[config.mk]
export PLATFORM = sky130hd
export DESIGN_NAME = sync_fifo
export DESIGN_NICKNAME = d
export VERILOG_FILES = /design/src/rtl/sync_fifo.sv
export SDC_FILE = /design/constraint.sdc
export NUM_CORES = 1
export LEC_CHECK = 0
export BUFFER_PORTS_ARGS = -buffer_cell sky130_fd_sc_hd__buf_2
export CORE_MARGIN = 1.5
export CORE_UTILIZATION = 60
export DETAILED_ROUTE_END_ITERATION = 10
export HOLD_SLACK_MARGIN = 0.08
export MAX_ROUTING_LAYER = met4
export PLACE_DENSITY_LB_ADDON = 0.15
export SYNTH_ARGS = -nofsm -noshare
export SYNTH_HDL_FRONTEND = slang
export SYNTH_SLANG_ARGS = --single-unit
[constraint.sdc]
create_clock -name clk -period 4.7 [get_ports clk]
set_input_delay 1.175 -clock clk [delete_from_list [all_inputs] [get_ports clk]]
set_output_delay 1.175 -clock clk [all_outputs]
set_load 0.05 [all_outputs]
[src/rtl/sync_fifo.sv]
// Single-clock FIFO with registered read port and registered full/empty flags.
// Storage is a plain array. Separate read and write pointers wrap explicitly at
// DATA_DEPTH - 1, so the depth does not have to be a power of two.
//
// Request semantics: write/read are level requests sampled on each rising edge.
// A write is accepted only when full_flag is 0 before that edge, and a read only
// when empty_flag is 0. A rejected request has no effect at all.
// data_out changes only on an edge that accepts a read. It then shows the oldest
// stored word, so read latency is one edge.
module sync_fifo #(
    parameter int DATA_WITH  = 16,
    parameter int DATA_DEPTH = 32
) (
    input  logic                 clk,
    input  logic                 rst,
    input  logic                 write,
    input  logic                 read,
    input  logic [DATA_WITH-1:0] data_in,
    output logic                 empty_flag,
    output logic                 full_flag,
    output logic [DATA_WITH-1:0] data_out
);

    localparam int PTR_W = (DATA_DEPTH > 1) ? $clog2(DATA_DEPTH) : 1;
    localparam int CNT_W = $clog2(DATA_DEPTH) + 1;

    localparam logic [PTR_W-1:0] LAST_PTR  = PTR_W'(DATA_DEPTH - 1);
    localparam logic [CNT_W-1:0] FULL_CNT  = CNT_W'(DATA_DEPTH);
    localparam logic [CNT_W-1:0] ZERO_CNT  = '0;
    localparam logic [CNT_W-1:0] ONE_CNT   = CNT_W'(1);
    localparam logic [PTR_W-1:0] ONE_PTR   = PTR_W'(1);

    logic [DATA_WITH-1:0] mem [DATA_DEPTH];

    logic [PTR_W-1:0] wr_ptr;
    logic [PTR_W-1:0] rd_ptr;
    logic [CNT_W-1:0] count;

    logic             write_ok;
    logic             read_ok;
    logic [PTR_W-1:0] wr_ptr_next;
    logic [PTR_W-1:0] rd_ptr_next;
    logic [CNT_W-1:0] count_next;

    // Acceptance uses the registered flags. Next pointers wrap at the last entry.
    // The next count feeds both the count register and the flag registers.
    always_comb begin
        write_ok    = write & ~full_flag;
        read_ok     = read & ~empty_flag;
        wr_ptr_next = wr_ptr;
        rd_ptr_next = rd_ptr;
        count_next  = count;

        if (write_ok) begin
            wr_ptr_next = (wr_ptr == LAST_PTR) ? '0 : wr_ptr + ONE_PTR;
        end
        if (read_ok) begin
            rd_ptr_next = (rd_ptr == LAST_PTR) ? '0 : rd_ptr + ONE_PTR;
        end

        // A write and a read accepted on the same edge leave the occupancy unchanged.
        if (write_ok && !read_ok) begin
            count_next = count + ONE_CNT;
        end else if (read_ok && !write_ok) begin
            count_next = count - ONE_CNT;
        end
    end

    // Pointers, occupancy and flags. Reset discards the contents logically.
    always_ff @(posedge clk) begin
        if (rst) begin
            wr_ptr     <= '0;
            rd_ptr     <= '0;
            count      <= '0;
            empty_flag <= 1'b1;
            full_flag  <= 1'b0;
        end else begin
            wr_ptr     <= wr_ptr_next;
            rd_ptr     <= rd_ptr_next;
            count      <= count_next;
            empty_flag <= (count_next == ZERO_CNT);
            full_flag  <= (count_next == FULL_CNT);
        end
    end

    // Storage write. The array has no reset; stale entries are never read.
    always_ff @(posedge clk) begin
        if (!rst && write_ok) begin
            mem[wr_ptr] <= data_in;
        end
    end

    // Registered read port. It loads only on an accepted read and holds otherwise.
    always_ff @(posedge clk) begin
        if (rst) begin
            data_out <= '0;
        end else if (read_ok) begin
            data_out <= mem[rd_ptr];
        end
    end

endmodule

==> reports/metrics.cfg <==
[final_layout]
finish.utilization_pct = 68.5
fin_nets = 1184
drive_gt1_share_pct = 25.4
areaGrowthSynthToFinish_pct = 11.5
n_antenna_cell = 0

[clock_network]
cts_tree = yes
ctsHoldBuffers = 0
clkSinkCount = 546
clk_pin_slew_ns = 0.06
postCtsSetupBuffers = 0
insertion_delay_ns = 0.60
clock-root-buffer = clkbuf_16
clockBufferDepth = 3
numCtsBuffers = 53
h-tree-depth = 2
cts_resized = 0

[hold_path]
whs_endpoint = wr_ptr[1]
min_from = wr_ptr[1]
worstHoldPathType = reg -> reg
hold_depth = 2

[timing]
slew_headroom_pct = 10.0
max_freq_mhz = 354
rsz0062_at_grt = no
drv_slew = 0
tightest_slew_ns = 1.34
finalSetupViolations = 0
post-route-period-util_pct = 60.0
fin_ws_ns = 1.88
skew_ns = 0.0159
period_needed_ns = 2.82
hold_viol = 0
setup_tns_ns = 0
hold_ws_ns = 0.552

[power_and_ir_drop]
leakage_uw = 0.00743
intPower_uw = 8170
clockPowerShare_pct = 39.9
ir_worst_vdd_uv = 505
power_density_nw_per_um2 = 444
p_seq_share_pct = 51.8
p_switching_uw = 2420
p_sw_share_pct = 22.8
combPwrFrac_pct = 8.2

[floorplanning]
dieArea_um2 = 36800
die_y_um = 192
num_rows = 68
ios = 38
start_util_pct = 61.4
coreArea_um2 = 34800
die_x_um = 192

[logic_synthesis]
yosys_warnings = 0
synth-edff-count = 512
synthCells = 1083
yosysSeqAreaShare_pct = 75.1
synth-seq-cells = 546
netlist_area_um2 = 21400
ys.flop_type = edfxtp_1
ys_async_sr_fraction_pct = 0
syn_area_per_cell_um2 = 19.7
syn-num-nets = 1112
yosysUniqueCellTypes = 54

[route]
routed-via-count = 10900
ant_nets = 0
drt_wl_total_mm = 46.5
viasPerCell = 6.58
drt_iter0_markers = 1211
routedWlPerCell_um = 28.2
route.detailed.drc = 0
first_pass_iters = 8

[critical_path]
crit_path_cell_trace = buf_2, nand2b_1, nor2_1, nand2_1, nor2_1, buf_4
crit_required_ns = 5.00
slowest_stage = nor2_1
reg2reg_to = data_out[6]
r2r_start = rd_ptr[0]
path_delay_family = simple AND/OR/NAND/NOR gates
critical_path_arrival_ns = 3.12
ff2ff_setup_slack_ns = 2.07
slowest_delay_ns = 0.67
reg2reg_depth = 4
path_buf_inv = 2
crit_top_cell = nor2_1
worstSetupPathType = in -> reg
end_kind = flip-flop
start_kind = primary input
crit_fanout = 14

[place]
place_ws_ns = 1.29
dpl.hpwl_mm = 28.0
port-buffer-count = 37
place.gp.congestion = 0.822

[global_routing]
overflow = 0
grt_pass1_wl_mm = 69.5
gr-usage-all-layers_pct = 27.3
antenna_found_initial = 0
grt_max_degree = 78
grt_pass1_vias = 10700

[flow_run]
max_cap_violations = 0

[outcome]
status = completed

[Yosys cell counts (all sizes together) (2+ instances only)]
master / instances / area [µm²]
a21oi: 25 / 125
or3b: 2 / 17.5
nor3: 6 / 30.0
nand2: 31 / 116
edfxtp: 512 / 15400
o21ai: 23 / 115
o221a: 15 / 169
dfxtp: 34 / 681
o22ai: 15 / 93.8
and4: 3 / 26.3
mux2i: 18 / 180
or3: 2 / 12.5
nand3b: 19 / 143
o221ai: 46 / 403
nor4b: 3 / 32.5
xnor2: 2 / 17.5
and2: 3 / 18.8
nor4: 3 / 25.0
ha: 9 / 113
and3: 5 / 31.3
inv: 7 / 26.3
mux4: 98 / 2260
mux2: 45 / 507
a31oi: 2 / 12.5
buf: 47 / 313
nor2: 65 / 254
nand2b: 7 / 43.8
clkbuf: 14 / 62.6
nor2b: 2 / 12.5
a211oi: 3 / 22.5
nand3: 5 / 25.0
[cell type report]
class,instances,area (µm²)
clock buffer,70,1430
clock inverter,25,295
fill,2220,11000
inverter,7,26.3
multi-input combinational,469,4920
sequential,546,16100
tap,455,569
timing repair buffer,78,518
[worst min-delay path: stages (launching register included)]
cell and delay, ns:
dfxtp_1 0.37, nand2_1 0.08, a21oi_1 0.06
[metrics by stage]
| step | power (µW) | cells | cell area [µm²] |
|---|---|---|---|
| finish | 10600 | 1650 | 23800 |
| global route | 10900 | 1650 | 23800 |
| CTS | 10700 | 1650 | 23800 |
| detailed placement | 6460 | 1555 | 22100 |
| global placement | 6450 | 1555 | 22100 |
| floorplan | 6190 | 1083 | 21400 |
[state kept, by name, indices dropped and copies added, names as in the netlist]
| signal | flops |
|---|---|
| rd_ptr | 5 |
| mem | 512 |
| full_flag | 1 |
| wr_ptr | 5 |
| empty_flag | 1 |
| count | 6 |
| data_out | 16 |
[worst max path at each step]
stage	start	slack (ns)	endpoint	cells past startpoint
CTS	write	1.89	mem[5][12]	6
finish	write	1.88	mem[5][12]	6
global route	write	1.72	mem[5][1]	6
detailed placement	write	1.29	mem[5][1]	6
floorplan	write	1.78	mem[14][0]	5
global placement	write	1.36	mem[5][1]	6
[kinds of logic after synthesis]
logic type / synth area share, %
flops: 75.1
mux: 13.8
simple gates: 3.82
compound gates: 4.75
buf+inv: 1.88
fa+ha+maj: 0.527
xor+xnor: 0.123
[cell usage in the layout (no fill, tap or decap), types with 6 or more instances in the layout]
master     synthesis  layout
edfxtp_1         512     512
mux4_2            84      84
nor2_1            63      63
clkbuf_16          0      53
o221ai_1          46      46
mux2_2            45      45
buf_4              8      39
buf_2             31      37
nand2_1           31      31
dfxtp_1           34      31
a21oi_1           25      25
nand3b_1          19      19
mux2i_1           18      18
o21ai_0           17      17
o22ai_1           15      15
mux4_1            14      14
clkbuf_1          13      13
o221a_2           10      10
ha_1               9       9
clkinv_1           0       8
inv_1              7       7
nand2b_1           7       7
o21ai_1            6       6
clkinv_2           0       6
bufinv_16          0       6
[per-layer routing]
layer  routed length (µm)  vias up  GRT usage (%)  part of all wire, %
met3                 3670       73           5.34                  7.9
met5                    0        -              -                    0
met4                 1060        0           7.96                  2.3
li1                     -     4643              -                    -
met1                19800     5676           39.2                   43
met2                21900      466           40.6                   47
[power by group through the flow]
stage	clock (µW)	sequential (µW)	combinational (µW)
after floorplan	0	5670	521
after global placement	0	5590	857
after detailed placement	0	5590	872
after CTS	4290	5490	875
after global routing	4450	5500	943
final	4220	5490	872
Power figures use the tool's default switching activity.
